**config.mk**
```make
export PLATFORM = sky130hd
export DESIGN_NAME = mem_arbiter
export DESIGN_NICKNAME = d
export VERILOG_FILES = /design/src/rtl/mem_arbiter.sv
export SDC_FILE = /design/constraint.sdc
export NUM_CORES = 1
export LEC_CHECK = 0
export ABC_CLOCK_PERIOD_IN_PS = 2700
export BUFFER_PORTS_ARGS = -buffer_cell sky130_fd_sc_hd__buf_4
export CAP_MARGIN = 20
export CELL_PAD_IN_SITES_DETAIL_PLACEMENT = 1
export CELL_PAD_IN_SITES_GLOBAL_PLACEMENT = 2
export CORE_MARGIN = 4
export CORE_UTILIZATION = 29
export CTS_BUF_LIST = sky130_fd_sc_hd__clkbuf_4 sky130_fd_sc_hd__clkbuf_8
export CTS_CLUSTER_DIAMETER = 200
export DETAILED_ROUTE_END_ITERATION = 7
export GPL_TIMING_DRIVEN = 1
export PLACE_DENSITY = 0.94
export SETUP_SLACK_MARGIN = 0.15
export SLEW_MARGIN = 10
export SYNTH_ARGS = -nofsm -noshare
export SYNTH_HDL_FRONTEND = slang
export SYNTH_SLANG_ARGS = --single-unit
```
**constraint.sdc**
```tcl
create_clock -name sys_clk -period 2.7 [get_ports sys_clk]
set_input_delay 0.135 -clock sys_clk [delete_from_list [all_inputs] [get_ports sys_clk]]
set_output_delay 0.135 -clock sys_clk [all_outputs]
set_load 0.05 [all_outputs]
```
**src/rtl/mem_arbiter.sv**
```systemverilog
// mem_arbiter: round-robin arbiter that shares one single-port, byte-addressed
// memory between instruction fetch (IF) and load/store (LS).
// Optional feature macro: MEM_ARB_RMW_EN enables read-modify-write for
// byte/half stores. Without it, sub-word stores are rejected with ls_err.
//
// Handshake: a requester raises *_req with its fields stable and holds them
// until the matching one-cycle *_ack. The requester drops req during the ack
// cycle. Once granted, a transaction always completes, even if req falls.
// The ungranted side simply waits.
module mem_arbiter #(
    parameter int ADDR_WIDTH = 32,
    parameter int DATA_WIDTH = 32
) (
    input  logic                  sys_clk,
    input  logic                  sys_rst,
    input  logic                  if_req,
    input  logic [ADDR_WIDTH-1:0] if_addr,
    output logic                  if_ack,
    output logic [DATA_WIDTH-1:0] if_rdata,
    input  logic                  ls_req,
    input  logic                  ls_rw,
    input  logic [1:0]            ls_size,
    input  logic [ADDR_WIDTH-1:0] ls_addr,
    input  logic [DATA_WIDTH-1:0] ls_wdata,
    output logic                  ls_ack,
    output logic [DATA_WIDTH-1:0] ls_rdata,
    output logic                  ls_err,
    output logic                  mem_op,
    output logic                  mem_rw,
    output logic [ADDR_WIDTH-1:0] mem_addr,
    output logic [DATA_WIDTH-1:0] mem_data_w,
    input  logic [DATA_WIDTH-1:0] mem_data_r,
    output logic                  busy
);

`ifdef MEM_ARB_RMW_EN
    typedef enum logic [2:0] {S_IDLE, S_ACC, S_RD, S_WR, S_RESP} state_t;
`else
    typedef enum logic [2:0] {S_IDLE, S_ACC, S_RESP} state_t;
`endif

    state_t                  state_q, state_d;
    logic                    rr_ls_q, rr_ls_d;     // 1: LS wins a tie, 0: IF wins
    logic                    gnt_ls_q, gnt_ls_d;   // side currently granted
    logic                    rw_q, rw_d;
    logic [1:0]              size_q, size_d;
    logic                    err_q, err_d;
    logic [DATA_WIDTH-1:0]   data_q, data_d;       // captured read or merged word
`ifdef MEM_ARB_RMW_EN
    logic [DATA_WIDTH-1:0]   wdata_q, wdata_d;
    logic [DATA_WIDTH-1:0]   merged;
`endif
    logic                    mem_op_q, mem_op_d;
    logic                    mem_rw_q, mem_rw_d;
    logic [ADDR_WIDTH-1:0]   mem_addr_q, mem_addr_d;
    logic [DATA_WIDTH-1:0]   mem_data_w_q, mem_data_w_d;
    logic                    if_ack_q, if_ack_d;
    logic                    ls_ack_q, ls_ack_d;
    logic [DATA_WIDTH-1:0]   if_rdata_q, if_rdata_d;
    logic [DATA_WIDTH-1:0]   ls_rdata_q, ls_rdata_d;
    logic                    ls_err_q, ls_err_d;
    logic                    busy_q, busy_d;

    logic                    pick_ls;
    logic                    sub_store;
    logic [DATA_WIDTH-1:0]   load_ext;

    // Grant selection and request decode from the live request inputs.
    always_comb begin
        pick_ls   = ls_req && (!if_req || rr_ls_q);
        sub_store = pick_ls && ls_rw && !ls_size[1];
    end

    // Zero-extend load data to the latched access size (size 3 acts as word).
    always_comb begin
        case (size_q)
            2'd0:    load_ext = {{(DATA_WIDTH-8){1'b0}},  data_q[7:0]};
            2'd1:    load_ext = {{(DATA_WIDTH-16){1'b0}}, data_q[15:0]};
            default: load_ext = data_q;
        endcase
    end

`ifdef MEM_ARB_RMW_EN
    // Splice the low byte/half of the store data into the word read back.
    always_comb begin
        if (size_q == 2'd0) begin
            merged = {mem_data_r[DATA_WIDTH-1:8], wdata_q[7:0]};
        end else begin
            merged = {mem_data_r[DATA_WIDTH-1:16], wdata_q[15:0]};
        end
    end
`endif

    // Next-state and next-output logic for the arbiter FSM.
    always_comb begin
        state_d      = state_q;
        rr_ls_d      = rr_ls_q;
        gnt_ls_d     = gnt_ls_q;
        rw_d         = rw_q;
        size_d       = size_q;
        err_d        = err_q;
        data_d       = data_q;
`ifdef MEM_ARB_RMW_EN
        wdata_d      = wdata_q;
`endif
        mem_op_d     = 1'b0;
        mem_rw_d     = 1'b0;
        mem_addr_d   = mem_addr_q;
        mem_data_w_d = mem_data_w_q;
        if_ack_d     = 1'b0;
        ls_ack_d     = 1'b0;
        if_rdata_d   = if_rdata_q;
        ls_rdata_d   = ls_rdata_q;
        ls_err_d     = 1'b0;

        case (state_q)
            S_IDLE: begin
                if (if_req || ls_req) begin
                    gnt_ls_d = pick_ls;
                    rw_d     = pick_ls && ls_rw;
                    size_d   = ls_size;
                    err_d    = 1'b0;
                    if (sub_store) begin
`ifdef MEM_ARB_RMW_EN
                        // Read the target word first, write the merge next.
                        wdata_d    = ls_wdata;
                        mem_addr_d = ls_addr;
                        mem_op_d   = 1'b1;
                        state_d    = S_RD;
`else
                        // Unsupported without RMW: reject, no memory access.
                        err_d   = 1'b1;
                        state_d = S_RESP;
`endif
                    end else begin
                        mem_addr_d = pick_ls ? ls_addr : if_addr;
                        if (pick_ls && ls_rw) begin
                            mem_data_w_d = ls_wdata;
                        end
                        mem_op_d = 1'b1;
                        mem_rw_d = pick_ls && ls_rw;
                        state_d  = S_ACC;
                    end
                end
            end
            S_ACC: begin
                data_d  = mem_data_r;
                state_d = S_RESP;
            end
`ifdef MEM_ARB_RMW_EN
            S_RD: begin
                data_d       = merged;
                mem_data_w_d = merged;
                mem_op_d     = 1'b1;
                mem_rw_d     = 1'b1;
                state_d      = S_WR;
            end
            S_WR: begin
                state_d = S_RESP;
            end
`endif
            S_RESP: begin
                if_ack_d = !gnt_ls_q;
                ls_ack_d = gnt_ls_q;
                if (gnt_ls_q) begin
                    ls_rdata_d = rw_q ? '0 : load_ext;
                    ls_err_d   = err_q;
                end else begin
                    if_rdata_d = data_q;
                end
                // The side just served loses the next tie.
                rr_ls_d = !gnt_ls_q;
                state_d = S_IDLE;
            end
            default: begin
                state_d = S_IDLE;
            end
        endcase

        busy_d = (state_d != S_IDLE);
    end

    // All state and outputs registered; synchronous active-low reset.
    always_ff @(posedge sys_clk) begin
        if (!sys_rst) begin
            state_q      <= S_IDLE;
            rr_ls_q      <= 1'b0;
            gnt_ls_q     <= 1'b0;
            rw_q         <= 1'b0;
            size_q       <= 2'd0;
            err_q        <= 1'b0;
            data_q       <= '0;
`ifdef MEM_ARB_RMW_EN
            wdata_q      <= '0;
`endif
            mem_op_q     <= 1'b0;
            mem_rw_q     <= 1'b0;
            mem_addr_q   <= '0;
            mem_data_w_q <= '0;
            if_ack_q     <= 1'b0;
            ls_ack_q     <= 1'b0;
            if_rdata_q   <= '0;
            ls_rdata_q   <= '0;
            ls_err_q     <= 1'b0;
            busy_q       <= 1'b0;
        end else begin
            state_q      <= state_d;
            rr_ls_q      <= rr_ls_d;
            gnt_ls_q     <= gnt_ls_d;
            rw_q         <= rw_d;
            size_q       <= size_d;
            err_q        <= err_d;
            data_q       <= data_d;
`ifdef MEM_ARB_RMW_EN
            wdata_q      <= wdata_d;
`endif
            mem_op_q     <= mem_op_d;
            mem_rw_q     <= mem_rw_d;
            mem_addr_q   <= mem_addr_d;
            mem_data_w_q <= mem_data_w_d;
            if_ack_q     <= if_ack_d;
            ls_ack_q     <= ls_ack_d;
            if_rdata_q   <= if_rdata_d;
            ls_rdata_q   <= ls_rdata_d;
            ls_err_q     <= ls_err_d;
            busy_q       <= busy_d;
        end
    end

    assign if_ack     = if_ack_q;
    assign if_rdata   = if_rdata_q;
    assign ls_ack     = ls_ack_q;
    assign ls_rdata   = ls_rdata_q;
    assign ls_err     = ls_err_q;
    assign mem_op     = mem_op_q;
    assign mem_rw     = mem_rw_q;
    assign mem_addr   = mem_addr_q;
    assign mem_data_w = mem_data_w_q;
    assign busy       = busy_q;

endmodule

```
# After elaboration in Yosys (flattened, before gate mapping)
# Index checks and enable logic that the tools add are counted.
# word_totals
reg_bits	175
inputBits	135
output_inout_bits	134
word_cells	53
# op_classes
eq_ne	3
muxes	8
bitwise	5
n_reduce_logical	20
# op_table
cell	n
$mux 32	2
$pmux 32 s2	1
$reduce_and 3->1	3
$reduce_and 2->1	4
$pmux 3 s2	1
$not 1->1	5
$reduce_and 4->1	1
$reduce_or 4->1	1
$eq 3x1->1 const B	1
$eq 3x2->1 const B	1
$logic_and 1x1->1	3
$logic_not 1->1	3
$logic_not 3->1	1
$mux 3	1
$reduce_bool 3->1	1
$eq 2x1->1 const B	1
$logic_not 2->1	1
$logic_or 1x1->1	2
$mux 1	2
$mux 2	1

# Logic depth before layout (Yosys ltp)
# depth
word_depth	9
mapped_depth	7
mapped_depth_nobuf	4

# Least setup slack after synthesis
# OpenSTA, ideal clock, no wires.
# synth_timing
path_kind	register -> register
startpoint	register state_q[0]
endpoint	register mem_addr_q[0], in the netlist mem_addr[0]
setup_ps	91
t_arrival_ps	1727
t_required_ps	2609
slack_ps	882
stages_incl_launch_ff	7
path_buffers	2
synth_period_minus_slack_ps	1818
cell_sequence	dfxtp_1 buf_2 or3_4 a311oi_4 buf_6 nor2_1 a311oi_1
# synth_via
elab_chain_cells	2
# synth_rtl
item	line_no	rtl
start, declared	42	state_t state_q, state_d;
start signal, assigned	207	state_q <= state_d;
$logic_not 3->1	116	case (state_q)
$reduce_and 3->1 (no line)	n/a	
end signal, assigned	219	mem_addr_q <= mem_addr_d;
end, declared	55	logic [ADDR_WIDTH-1:0] mem_addr_q, mem_addr_d;
# No other way between the ends.
# A chain may end at the register's enable or synchronous reset.

# Final worst setup path
# layout_timing
startpoint	register state_q[0]
endpoint	register mem_addr_q[24], in the netlist mem_addr[24]
# Same word-level chain as after synthesis.

==> flow_summary.ini <==
[finish]
drive_gt1_frac = 0.2904
final_nets = 1248
fillers = 2466
syn2layout_area_growth_pct = 63.92
final_area_mm2 = 0.01034

[setup_path]
rrSetupSlack_ps = 260
cp_max_fo = 16
crit_start = state_q[0]$_SDFF_PN0_
r2r_cells = 7
path_class = reg2reg
critPathCaptureType = flip-flop
cp_slowest_cell = dlygate4sd3_1
arrival_ps = 2840
r2r_end = mem_addr[24]$_SDFFE_PN0P_
crit_path_start_kind = flip-flop
cp.required_ps = 3100
r2r-start = state_q[0]$_SDFF_PN0_
path_cells = or3_4, a311oi_4, buf_4, buf_6, nor2_1, a311oi_1, dlygate4sd3_1
cp_slowest_stage_delay_ps = 580

[sta]
setup-violations-final = 0
hold_viol_final = 0
max_freq_mhz = 410.0
slew_viol_final = 0
relSlewSlack = 0.2552
rsz0062_at_grt = no
skew_ps = 18.88
post-route-min-period_ps = 2439
tightest_slew_ps = 1117
finalSetupTns_ps = 0
finalCritPeriodShare = 0.9034

[route]
first_iter_violations = 317
wl_per_cell_um = 18.44
dr_wl_met2_um = 13080
drc = 0
drtAntennaViolNets = 0
wl_met3_um = 1664
num_vias = 6923
drt-pass1-iter-count = 4
viasPerCell = 4.934
wirelength_um = 25880
routed.top_layer = met4
met1_length_um = 10620

[worst_hold_path]
hold_class = in2reg
whs_path_depth = 4
hp-start = if_req
whs_endpoint = rw_q$_SDFFE_PN0P_

[die]
start_util = 0.2972
die_h_um = 155.5
io-pin-count = 269
die_area_mm2 = 0.02417
die_w_um = 155.5
core_mm2 = 0.02122
row_count = 53

[synth]
synth_common_cells = dfxtp_1, nand2_1, a21oi_1
yosys-top-cells-area = dfxtp_1, nand2_1, a21oi_1
synth_warnings = 0
netlist.area_leader.share = 0.5554
ys_seq_elements = 175
synth-edff-count = 0
yosysMostFrequentCell = dfxtp_1
async_flop_share = 0
syn_nets = 874
synth_top_flop_cell = dfxtp_1
syn_area_per_cell_um2 = 8.535
syn_inst = 739
yosysSeqAreaShare = 0.5554
syn_area_mm2 = 0.006307
synth_top_area_cell = dfxtp_1
synth_cell_types = 29

[global_routing]
overflow = 0
grt_util_all_layers = 0.2046
grt_max_degree = 71
grt_pass1_wl_um = 39690
antenna_found_initial = 2
grt_pass1_vias = 7327

[cts]
cts_buffer_depth = 2
clk_pin_slew_ps = 90
htree_levels = 4
cts_tree = yes
clk_latency_ps = 460
cts_root_buf = clkbuf_8
cts.sinks = 175
numCtsBuffers = 17

[power_and_ir_drop]
powerDensity_mw_per_mm2 = 539.8
total_power_uw = 5580
p_leak_uw = 0.004338
vdd_drop_max_v = 0.0002492

[placed_design]
portBuffers = 268
place.gp.congestion = 0.7627
placed_area_mm2 = 0.008557
dp_hpwl_um = 15470

[flow_run]
max_cap_viol_count = 0

[run_status]
run_status = completed
-- cell type report --
| class | count | area (um^2) | share of cell area |
|---|---|---|---|
| timing repair buffer | 420 | 3530 | 0.3414 |
| sequential | 175 | 3503 | 0.3389 |
| multi-input combinational | 496 | 2524 | 0.2441 |
| tap | 275 | 344.1 | 0.03328 |
| clock buffer | 18 | 241.5 | 0.02336 |
| clock inverter | 14 | 177.7 | 0.01718 |
| inverter | 3 | 13.76 | 0.001331 |
| antenna | 2 | 5.005 | 0.0004841 |
-- cells in the final DEF (no fill, tap or decap), types with 2 or more instances in the layout --
| master | netlist | final |
|---|---|---|
| a21oi_1 | 102 | 102 |
| a22o_1 | 32 | 32 |
| a311oi_1 | 32 | 32 |
| and2_0 | 2 | 2 |
| and2_1 | 2 | 2 |
| and3_1 | 2 | 2 |
| buf_4 | 0 | 283 |
| buf_6 | 3 | 3 |
| bufinv_16 | 0 | 2 |
| clkbuf_8 | 0 | 17 |
| clkinvlp_4 | 0 | 3 |
| dfxtp_1 | 175 | 175 |
| diode_2 | 0 | 2 |
| dlygate4sd3_1 | 0 | 131 |
| inv_1 | 2 | 2 |
| inv_8 | 0 | 5 |
| nand2_1 | 170 | 170 |
| nand2b_1 | 2 | 2 |
| nand3_1 | 66 | 66 |
| nor2_1 | 42 | 41 |
| nor3_2 | 1 | 2 |
| o21a_1 | 2 | 2 |
| o21ai_0 | 32 | 32 |
-- worst max-delay path, delay by kind of cell, from the launching register on --
kind,cells,cell delay (ps)
AO/OA/AOI/OAI,2,510
AND/OR/NAND/NOR,2,530
flip-flops,1,390
buffers and inverters,3,960
-- sequential cells by signal (all words and copies together) (netlist names), 2 cells and up --
register,flops
size_q,2
if_rdata,32
data_q,32
ls_rdata,32
mem_data_w,32
mem_addr,32
state_q,3
-- per-stage QoR --
step,hold slack [ps],cells,setup slack [ps],util
final,219.6,1403,260.9,0.4872
after global routing,189.0,1403,156.5,0.4872
after CTS,0.1513,1397,258.8,0.4843
after detailed placement,395.0,1235,561.5,0.4032
after global placement,383.8,1235,594.8,0.4032
after floorplan,271.0,739,881.7,-
-- where the power goes --
part,total [uW],internal [uW],leakage (uW),switching [uW]
Combinational,948,427,0.00271,521
Clock,1940,873,0.000205,1060
Sequential,2700,2650,0.00142,46.2
-- logic make-up (layout without fill, tap and decap cells) --
logic type / count (synthesis) / after routing / synth area share
AOI/OAI and AO/OA: 203 / 203 / 0.2045
buffers and inverters: 68 / 455 / 0.04562
DFF: 175 / 175 / 0.5554
other: 1 / 3 / 0.0005945
and+or+nand+nor: 292 / 292 / 0.1938
-- per-layer routing --
metal	GRT usage	vias up
met5	0	-
met4	0.06211	0
met3	0.06342	38
met2	0.3569	226
met1	0.2407	3361
li1	-	3298
-- worst max path at each step --
stage,end,slack [ps],cells after the start
global route,mem_addr[6]$_SDFFE_PN0P_,160,7
CTS,mem_addr[24]$_SDFFE_PN0P_,260,6
detailed placement,err_q$_SDFFE_PN0P_,560,6
global placement,size_q[1]$_SDFFE_PN0P_,590,6
finish,mem_addr[24]$_SDFFE_PN0P_,260,7
floorplan,mem_addr[0]$_SDFFE_PN0P_,880,6
-- repair_timing --
item                       in CTS  in global routing
hold buffers                  130                  1
setup endpoints to repair       0                 24
resized for setup               0                  4
hold endpoints to repair      101                  1
setup buffers                   0                  1
Power figures use the tool's default switching activity.
